**src/rtl/bus_grant_arbiter.sv**
```systemverilog
// Round-robin owner arbiter for a shared tri-state bus. A dead turnaround cycle separates
// owners, and the resolved bus value is captured as each tenure ends.
module bus_grant_arbiter #(
    parameter int unsigned N_REQ    = 4,
    parameter int unsigned DATA_W   = 16,
    parameter int unsigned MAX_HOLD = 8
) (
    input  logic              clk,
    input  logic              rst_n,
    input  logic [N_REQ-1:0]  req,
    input  logic [N_REQ-1:0]  done,
    input  logic [DATA_W-1:0] bus_in,
    output logic [N_REQ-1:0]  grant,
    output logic [2:0]        owner,
    output logic              busy,
    output logic [DATA_W-1:0] bus_capture,
    output logic              capture_valid,
    output logic              timeout
);

    typedef enum logic [1:0] {StIdle, StTurn, StGrant} state_e;

    state_e            state_q;
    logic [N_REQ-1:0]  grant_q;
    logic [2:0]        owner_q;
    logic              busy_q;
    logic [DATA_W-1:0] capture_q;
    logic              cap_valid_q;
    logic              timeout_q;
    logic [7:0]        hold_q;

    logic [N_REQ-1:0]  own_mask;
    logic [N_REQ-1:0]  others;
    logic              own_req;
    logic              own_done;
    logic              hold_max;
    logic              tenure_end;
    logic [2:0]        win_any;
    logic [2:0]        win_other;

    // First set bit of mask searching last+1, last+2, ... modulo N_REQ; last itself comes last.
    function automatic logic [2:0] rr_pick(input logic [N_REQ-1:0] mask, input logic [2:0] last);
        logic [2:0] pick;
        logic       found;
        logic [3:0] idx;
        pick  = last;
        found = 1'b0;
        for (int unsigned i = 0; i < N_REQ; i++) begin
            idx = 4'(last) + 4'(i) + 4'd1;
            if (idx >= 4'(N_REQ)) begin
                idx = idx - 4'(N_REQ);
            end
            for (int unsigned j = 0; j < N_REQ; j++) begin
                if (!found && idx == 4'(j) && mask[j]) begin
                    pick  = 3'(j);
                    found = 1'b1;
                end
            end
        end
        return pick;
    endfunction

    always_comb begin
        own_mask = '0;
        for (int unsigned j = 0; j < N_REQ; j++) begin
            if (owner_q == 3'(j)) begin
                own_mask[j] = 1'b1;
            end
        end
    end

    assign own_req    = |(req & own_mask);
    assign own_done   = |(done & own_mask);
    assign hold_max   = (hold_q == 8'(MAX_HOLD));
    assign tenure_end = own_done | ~own_req | hold_max;
    // Excluding the owner lets it win again only when nobody else is asking.
    assign others     = req & ~own_mask;
    assign win_any    = rr_pick(req, owner_q);
    assign win_other  = rr_pick(others, owner_q);

    always_ff @(posedge clk) begin
        if (!rst_n) begin
            state_q     <= StIdle;
            grant_q     <= '0;
            owner_q     <= 3'(N_REQ - 1);
            busy_q      <= 1'b0;
            capture_q   <= '0;
            cap_valid_q <= 1'b0;
            timeout_q   <= 1'b0;
            hold_q      <= 8'd0;
        end else begin
            cap_valid_q <= 1'b0;
            timeout_q   <= 1'b0;
            unique case (state_q)
                StIdle: begin
                    if (|req) begin
                        owner_q <= win_any;
                        busy_q  <= 1'b1;
                        state_q <= StTurn;
                    end
                end
                StTurn: begin
                    if (own_req) begin
                        grant_q <= own_mask;
                        hold_q  <= 8'd1;
                        state_q <= StGrant;
                    end else begin
                        busy_q  <= 1'b0;
                        state_q <= StIdle;
                    end
                end
                StGrant: begin
                    if (tenure_end) begin
                        // Driver is still enabled this cycle, so bus_in holds the owner's value.
                        capture_q   <= bus_in;
                        cap_valid_q <= 1'b1;
                        timeout_q   <= hold_max & own_req & ~own_done;
                        grant_q     <= '0;
                        hold_q      <= 8'd0;
                        if (|others) begin
                            owner_q <= win_other;
                            state_q <= StTurn;
                        end else begin
                            busy_q  <= 1'b0;
                            state_q <= StIdle;
                        end
                    end else begin
                        hold_q <= hold_q + 8'd1;
                    end
                end
                default: begin
                    grant_q <= '0;
                    busy_q  <= 1'b0;
                    state_q <= StIdle;
                end
            endcase
        end
    end

    assign grant         = grant_q;
    assign owner         = owner_q;
    assign busy          = busy_q;
    assign bus_capture   = capture_q;
    assign capture_valid = cap_valid_q;
    assign timeout       = timeout_q;

endmodule
```
**config.mk**
```make
export PLATFORM = sky130hd
export DESIGN_NAME = bus_grant_arbiter
export DESIGN_NICKNAME = d
export VERILOG_FILES = /design/src/rtl/bus_grant_arbiter.sv
export SDC_FILE = /design/constraint.sdc
export NUM_CORES = 1
export LEC_CHECK = 0
export CAP_MARGIN = 10
export CORE_ASPECT_RATIO = 0.9
export CORE_UTILIZATION = 26
export CTS_BUF_LIST = sky130_fd_sc_hd__clkbuf_8
export DETAILED_ROUTE_END_ITERATION = 16
export GPL_ROUTABILITY_DRIVEN = 0
export GPL_TIMING_DRIVEN = 0
export SYNTH_ARGS = -nofsm -noshare
export SYNTH_HDL_FRONTEND = slang
export SYNTH_SLANG_ARGS = --single-unit
```
**constraint.sdc**
```tcl
create_clock -name clk -period 2.2 [get_ports clk]
set_clock_uncertainty 0.05 [all_clocks]
set_input_delay 0.66 -clock clk [delete_from_list [all_inputs] [get_ports clk]]
set_output_delay 0.66 -clock clk [all_outputs]
set_load 0.05 [all_outputs]
```
==> impl_metrics.ini, run 1 <==
[status]
status = finished clean

[floorplan]
die_area_um2 = 7560
fp.dieW_um = 91.5
row_count = 28
core_area_um2 = 6760
top_level_ports = 52
die_h_um = 82.6
initial_core_util_pct = 27.7

[layout]
stdcell_area_um2 = 2720
drive_gt1_share_pct = 17.8
fillers = 677
final_util_pct = 40.2
layout_commonest_cell = clkdlybuf4s50_1
final_cell_mix = clkdlybuf4s50_1, nor2_1, dfxtp_1
areaGrowthSynthToFinish_pct = 44.8
fin_nets = 303
diodes = 0

[clocking]
h-tree-depth = 2
clock_path_buffers = 2
cts_tree = done
cts_hold_buf = 0
cts_inserted_buffers = 5
clk_latency_ns = 0.29
cts_sinks = 35
root_buffer = clkbuf_8
cts.clk_slew.worst_paths_ns = 0.08

[sta]
worst_hold_slack_ns = 0.449
hold_viol_final = 0
finalCritPeriodShare_pct = 98.0
finalSetupViolations = 0
slew_headroom_pct = 61.1
finalMaxSlewViolations = 0
tns_ns = 0
fmax_ghz = 0.464
post-route-min-period_ns = 2.15
worst_pin_slew_ns = 0.584
rsz0062_at_grt = no

[logic_synthesis]
yosysSeqAreaShare_pct = 37.4
synth_fp_nets = 235
netlist_instances = 207
synth_ff_type = dfxtp_1
synth_seq_cells = 35
ys_warn_count = 0
synth_enable_flop_cells = 0
ys_types = 49
async_flop_share_pct = 0
synth_area_um2 = 1880
syn_area_per_cell_um2 = 9.06

[global_routing]
grt_overflow_total = 0
grt_max_degree = 12
grt_pass1_wl_um = 7670
grt_pass1_vias = 1613
antenna_found_initial = 0
grtUsageTotal_pct = 12.7

[setup_path]
ff2ff_setup_slack_ns = 0.14
cpPeakStageDelay_ns = 0.82
crit_buf_inv = 1
r2r_start = owner[0]
path_cells = clkdlybuf4s50_1
end_kind = output port
cp-start-kind = flop
critical_path_class = flop to output port
critPathRequiredTime_ns = 1.49
cp_data_arrival_time_ns = 1.44
r2r_cells = 7
cpLargestDelayFamily = buffers and inverters
reg2reg_to = owner[1]
crit_path_top_delay_cell = clkdlybuf4s50_1
critPathMaxFanout = 2

[routing]
drc = 0
ant_nets = 0
num_vias = 1712
wirelength_um = 4720
post_drt_wl_per_cell_um = 12.9
dr.pass1.iters = 4
vias_per_cell = 4.68
dr.first_iter.drc_count = 178

[placed_design]
dpl.hpwl_um = 3210
place_area_um2 = 2490
portBuffers = 49

[pwr]
finalPower_uw = 2450
power_frac_clock_pct = 18.5
power_density_nw_per_um2 = 901
p_sw_uw = 998
seqPwrFrac_pct = 31.3
p_comb_share_pct = 50.3
leakage_uw = 0.00125
sw_frac_of_total_pct = 40.8
ir_worst_vdd_mv = 0.461
internal_power_uw = 1450

[worst_hold_path]
hold_depth = 2
worstHoldStart = grant[1]
min_path_type = flop to flop
min_to = grant[1]

[flow_run]
cap_violations = 0
[sequential cells by signal (all words and copies together) (netlist names)]
signal / flops
hold_q: 8
bus_capture: 16
state_q: 2
timeout: 1
owner: 2
grant: 4
busy: 1
capture_valid: 1
[kinds of logic after synthesis]
| kind of cell | synth area share [%] |
|---|---|
| AO/OA/AOI/OAI | 15.8 |
| adder cells (fa/ha/maj) | 1.33 |
| flip-flops | 37.4 |
| buffers and inverters | 7.54 |
| AND/OR/NAND/NOR | 22.5 |
| other | 0.200 |
| multiplexers | 15.2 |
[synthesized netlist by cell type (2+ instances only)]
library cell  number  area (µm²)
nand3_1            2        10.0
ha_1               2        25.0
dfxtp_1           35         701
a31oi_1            5        31.3
a21o_1             2        15.0
inv_1              9        33.8
o311ai_0           2        17.5
nor3_1             7        35.0
nand2_1            6        22.5
nor3b_1            2        15.0
and2b_1            3        22.5
mux4_2             2        45.0
a21oi_1            7        35.0
buf_6              3        33.8
and3_1             5        31.3
and2_1             2        12.5
nor4b_1            2        17.5
o21ai_1            3        15.0
o31a_1             2        17.5
clkbuf_1           3        11.3
nor2_1            36         135
mux2i_1           24         240
o22ai_1            3        18.8
buf_2              6        30.0
o21ai_0            4        20.0
o211ai_1           5        37.5
nand2b_1           3        18.8
[how the worst max path moves through the flow]
stage	startpoint	to	slack, ns	cells after the start
4_1_cts	req[0]	owner[1]	0.007	7
3_3_place_gp	req[0]	bus_capture[10]	-0.57	9
3_5_place_dp	req[0]	bus_capture[1]	-0.57	9
2_1_floorplan	req[1]	bus_capture[0]	0.01	9
6_report	bus_capture[3]	bus_capture[3]	0.05	1
5_1_grt	bus_capture[3]	bus_capture[3]	0.01	1
[metrics by stage]
step,std cells,worst slack [ns]
after global routing,366,0.0101
final,366,0.0451
after CTS,361,0.00720
after global placement,346,-0.570
after floorplan,207,0.0144
after detailed placement,346,-0.573
[metal layers]
metal	vias up	global-route usage (%)	routed length, µm
met4	0	2.54	18
met5	-	0	0
met1	783	16.5	2220
li1	875	-	-
met2	52	20.0	2110
met3	2	5.13	370
[power by group through the flow]
stage | sequential, µW | clock (µW) | combinational (µW)
floorplan | 976 | 0 | 658
global placement | 777 | 0 | 1150
detailed placement | 778 | 0 | 1150
CTS | 766 | 467 | 1180
global route | 777 | 492 | 1330
finish | 765 | 452 | 1230
[repair_timing]
action,CTS,global route
pin swaps,4,3
buffers inserted,6,4
resized for setup,13,15
endpoints found under the setup margin,33,28
cloned,1,1
[area by class of cell]
class / count / area [µm²] / area share, %
multi-input combinational: 148 / 1070 / 39.2
sequential: 35 / 702 / 25.8
timing repair buffer: 61 / 591 / 21.7
clock inverter: 3 / 16.3 / 0.599
clock buffer: 5 / 68.8 / 2.53
tap: 90 / 113 / 4.15
buffer: 14 / 115 / 4.24
inverter: 10 / 45.0 / 1.66
Note: power is estimated with default switching activity, not from simulation.
==> inputs of run 2 (changes only) <==
--- a/config.mk
+++ b/config.mk
@@ -6,12 +6,12 @@
 export NUM_CORES = 1
 export LEC_CHECK = 0
 export CAP_MARGIN = 10
-export CORE_ASPECT_RATIO = 0.9
 export CORE_UTILIZATION = 26
 export CTS_BUF_LIST = sky130_fd_sc_hd__clkbuf_8
 export DETAILED_ROUTE_END_ITERATION = 16
 export GPL_ROUTABILITY_DRIVEN = 0
 export GPL_TIMING_DRIVEN = 0
+export PLACE_DENSITY = 0.49
 export SYNTH_ARGS = -nofsm -noshare
 export SYNTH_HDL_FRONTEND = slang
 export SYNTH_SLANG_ARGS = --single-unit
==> run 2 against run 1 <==
Compared with the run above:
- worst hold slack lost 0.0039 ns
- sequential cell count is the same
- global-route usage grew 0.16 points
- sequential power about the same
- first-iteration DRC count decreased by 38%
- core utilization grew 0.063 points
- critical path type unchanged
- highest routed layer unchanged
==> impl_metrics.ini, run 2 (synthesized netlist as in run 1, its figures left out) <==
[setup_path]
reg2reg_to = owner[0]
cp.depth = 1
crit_start = bus_capture[10]
crit_path_top_delay_cell = clkdlybuf4s50_1
ff2ff_setup_slack_ns = 0.07
path_cells = clkdlybuf4s50_1
r2r_start = owner[0]
cpPeakStageDelay_ns = 0.81
critical_path.endpoint = bus_capture[10]
critPathMaxFanout = 2
critical_path_class = flop to output port
critPathRequiredTime_ns = 1.49
crit_buf_inv = 1
cp-start-kind = flop
end_kind = output port
r2r_cells = 8
cpLargestDelayFamily = buffers and inverters
cp_data_arrival_time_ns = 1.44

[clocking]
root_buffer = clkbuf_8
cts_hold_buf = 0
cts_inserted_buffers = 5
cts_sinks = 35
clock_path_buffers = 2
clk_latency_ns = 0.29
cts.clk_slew.worst_paths_ns = 0.07
h-tree-depth = 2
cts_tree = done

[layout]
fillers = 697
largest_reg_flops = 16
layout_commonest_cell = clkdlybuf4s50_1
fin_nets = 302
drive_gt1_share_pct = 18.5
instances_no_fill = 371
final_cell_mix = clkdlybuf4s50_1, nor2_1, dfxtp_1
diodes = 0
stdcell_area_um2 = 2760
multi_input_area_um2 = 1080
seq_area_um2 = 702
areaGrowthSynthToFinish_pct = 47.4

[worst_hold_path]
min_path_type = flop to flop

[routing]
post_drt_wl_per_cell_um = 12.5
wirelength_um = 4620
drc = 0
vias_per_cell = 4.56
dr.pass1.iters = 4
num_vias = 1690
ant_nets = 0
dr.first_iter.drc_count = 110

[sta]
slew_headroom_pct = 63.6
hold_viol_final = 0
worst_hold_slack_ns = 0.446
post-route-min-period_ns = 2.15
fmax_ghz = 0.465
tns_ns = 0
finalCritPeriodShare_pct = 97.7
finalMaxSlewViolations = 0
finalSetupViolations = 0
fin_ws_ns = 0.0516
worst_pin_slew_ns = 0.546
rsz0062_at_grt = yes

[global_routing]
grt_max_degree = 12
grtUsageTotal_pct = 12.9
grt_pass1_wl_um = 7560
antenna_found_initial = 0
grt_overflow_total = 0
grt_pass1_vias = 1571

[floorplan]
die_h_um = 86.9
core_area_um2 = 6870
die_area_um2 = 7560
initial_core_util_pct = 27.3
top_level_ports = 52
fp.dieW_um = 86.9
row_count = 30

[placed_design]
dpl.hpwl_um = 3190
placed_cells = 352
portBuffers = 49
place_area_um2 = 2490
dp_slack_ns = -0.622

[status]
status = finished clean

[pwr]
power_density_nw_per_um2 = 919
leakage_uw = 0.00123
ir_worst_vdd_mv = 0.341

[flow_run]
cap_violations = 0
[run 2: power breakdown]
part           internal [µW]  total, µW  switching, µW
Sequential               714        767           53.4
Combinational            580       1320            739
Clock                    217        453            237
Total                   1510       2540           1030
[run 2: layer usage]
layer	global-route usage, %	vias up	routed length [µm]
met2	19.2	29	2040
met4	4.09	0	68
li1	-	871	-
met3	2.84	7	128
met5	0	-	0
met1	18.4	783	2390
[run 2: worst min path at each step]
stage | startpoint | endpoint | slack (ns) | cells after the start
final | bus_capture[15] | bus_capture[15] | 0.45 | 2
after global placement | bus_capture[7] | bus_capture[7] | 0.43 | 2
after detailed placement | grant[1] | grant[1] | 0.43 | 2
after global routing | hold_q[4] | hold_q[4] | 0.47 | 2
after CTS | hold_q[4] | hold_q[4] | 0.45 | 2
after floorplan | hold_q[4] | hold_q[4] | 0.41 | 2
[run 2: worst min-delay path: stages, from the launching register on]
cell and delay, ns:
dfxtp_1 0.33, mux2i_1 0.07, nor2_1 0.07
[run 2: metrics by stage]
| step | utilization, % | power, µW |
|---|---|---|
| after floorplan | - | 1630 |
| after global placement | 36.3 | 1940 |
| after detailed placement | 36.3 | 1940 |
| after CTS | 39.8 | 2520 |
| after global routing | 40.2 | 2700 |
| final | 40.2 | 2540 |
[run 2: repair_timing]
| action | 4_1_cts | 5_1_grt |
|---|---|---|
| endpoints found under the setup margin | 33 | 18 |
| resized for setup | 18 | 15 |
| gates cloned | 1 | 1 |
| buffers inserted | 9 | 1 |
| pin swaps | 3 | 6 |
[run 2: area by class of cell]
cell class | instances | area share (%)
buffer | 13 | 3.89
clock buffer | 5 | 2.49
clock inverter | 3 | 0.589
inverter | 10 | 1.58
multi-input combinational | 148 | 39.0
sequential | 35 | 25.4
tap | 96 | 4.35
timing repair buffer | 61 | 22.7
==> inputs of run 3 (changes only) <==
--- a/config.mk
+++ b/config.mk
@@ -6,6 +6,7 @@
 export NUM_CORES = 1
 export LEC_CHECK = 0
 export CAP_MARGIN = 10
+export CORE_ASPECT_RATIO = 0.8
 export CORE_UTILIZATION = 26
 export CTS_BUF_LIST = sky130_fd_sc_hd__clkbuf_8
 export DETAILED_ROUTE_END_ITERATION = 16
==> run 3 against run 2 <==
Compared with the run above:
- routed wire length is 1.0% higher
- non-clock buffer count is 3 lower
- global-route usage is 0.080 points lower
- worst setup slack worse by 0.0063 ns
- sequential share of layout area is 1.1 points higher
- sequential cell count stayed put
- worst hold slack lost 0.0013 ns
- power is 4.8% lower
- die area is essentially flat
- clock power is 2% lower
- largest cell class unchanged
- highest routed layer unchanged
==> impl_metrics.ini, run 3 (synthesized netlist as in run 1, its figures left out) <==
[status]
status = finished clean

[setup_path]
path_cells = clkdlybuf4s50_1
cpLargestDelayFamily = buffers and inverters
critPathRequiredTime_ns = 1.49
critical_path_class = flop to output port
crit_buf_inv = 1
crit_path_top_delay_cell = clkdlybuf4s50_1
cp-start-kind = flop
end_kind = output port
critPathMaxFanout = 2
cp_data_arrival_time_ns = 1.44
cpPeakStageDelay_ns = 0.81

[routing]
ant_nets = 0
wirelength_um = 4670
post_drt_wl_per_cell_um = 13.0
dr.pass1.iters = 4
dr.first_iter.drc_count = 72
drc = 0
num_vias = 1705
vias_per_cell = 4.75

[layout]
largest_reg_flops = 16
fin_nets = 299
final_cell_mix = clkdlybuf4s50_1, nor2_1, dfxtp_1
areaGrowthSynthToFinish_pct = 41.2
final_util_pct = 38.2
drive_gt1_share_pct = 15.1
fillers = 688
seq_area_um2 = 702
layout_commonest_cell = clkdlybuf4s50_1
multi_input_area_um2 = 1050
diodes = 0

[clocking]
cts_tree = done
cts.clk_slew.worst_paths_ns = 0.07
cts_hold_buf = 0
cts_sinks = 35
root_buffer = clkbuf_8
clock_path_buffers = 2
h-tree-depth = 2
clk_latency_ns = 0.29
cts_inserted_buffers = 5

[floorplan]
initial_core_util_pct = 27.1
fp.dieW_um = 97.0
core_area_um2 = 6930
die_area_um2 = 7560
top_level_ports = 52
die_h_um = 78.0
row_count = 27

[sta]
fmax_ghz = 0.464
hold_viol_final = 0
rsz0062_at_grt = yes
worst_pin_slew_ns = 0.575
worst_hold_slack_ns = 0.444
post-route-min-period_ns = 2.15
finalMaxSlewViolations = 0
finalSetupViolations = 0
slew_headroom_pct = 61.7
finalCritPeriodShare_pct = 97.9

[global_routing]
grtUsageTotal_pct = 12.8
grt_pass1_vias = 1666
grt_overflow_total = 0
grt_pass1_wl_um = 7850
grt_max_degree = 11
antenna_found_initial = 0

[worst_hold_path]
min_path_type = flop to flop

[flow_run]
cap_violations = 0

[placed_design]
dpl.hpwl_um = 3320
portBuffers = 49

[pwr]
leakage_uw = 0.00122
ir_worst_vdd_mv = 0.355
power_density_nw_per_um2 = 913
-- run 3: changes by cell type in the layout (fill, tap and decap cells not counted), moves of 2 or more --
| cell | before | now |
|---|---|---|
| dlygate4sd2_1 | 4 | 6 |
| buf_4 | 6 | 8 |
| clkinvlp_4 | 2 | 0 |
| buf_12 | 4 | 1 |
| inv_1 | 9 | 11 |
| buf_2 | 6 | 4 |
-- run 3: worst paths after layout --
path | from | to | slack [ns] | cells after the start
setup / recovery | bus_capture[6] | bus_capture[6] | 0.05 | 1
hold / removal | grant[2] | grant[2] | 0.44 | 2
setup reg to reg | hold_q[0] | bus_capture[10] | 0.15 | 9
hold reg to reg | grant[2] | grant[2] | 0.44 | 2
-- run 3: timing repair --
action,in CTS,in global routing
gates cloned,1,0
setup buffers,7,0
endpoints found under the setup margin,33,32
pin swaps,9,0
gates resized for setup,14,6
-- run 3: through the flow --
step | instance area (µm²) | TNS [ns] | std cells | worst slack (ns) | total power [µW]
CTS | 2630 | 0 | 359 | 0.000600 | 2430
global route | 2650 | -0.0117 | 359 | -0.0117 | 2580
detailed placement | 2480 | -16.13 | 343 | -0.605 | 1930
global placement | 2480 | -16.17 | 343 | -0.616 | 1940
floorplan | 1880 | 0 | 207 | 0.0144 | 1630
finish | 2650 | 0 | 359 | 0.0454 | 2420
-- run 3: report_power, final --
| group | switching, µW | internal (µW) |
|---|---|---|
| sequential | 52.0 | 713 |
| combinational | 700 | 509 |
| clock | 231 | 213 |
-- run 3: per-layer routing --
layer,track usage [%],vias to the layer above,wire [µm]
met4,3.58,0,24
met1,17.8,808,2460
met3,3.87,4,266
li1,-,855,-
met5,0,-,0
met2,18.9,38,1920
-- run 3: cell type report --
class                      count  share of cell area (%)
multi-input combinational    148                    39.8
clock inverter                 3                   0.472
clock buffer                   5                    2.60
buffer                        14                    4.35
sequential                    35                    26.5
tap                           87                    4.11
timing repair buffer          57                    20.7
inverter                      10                    1.46
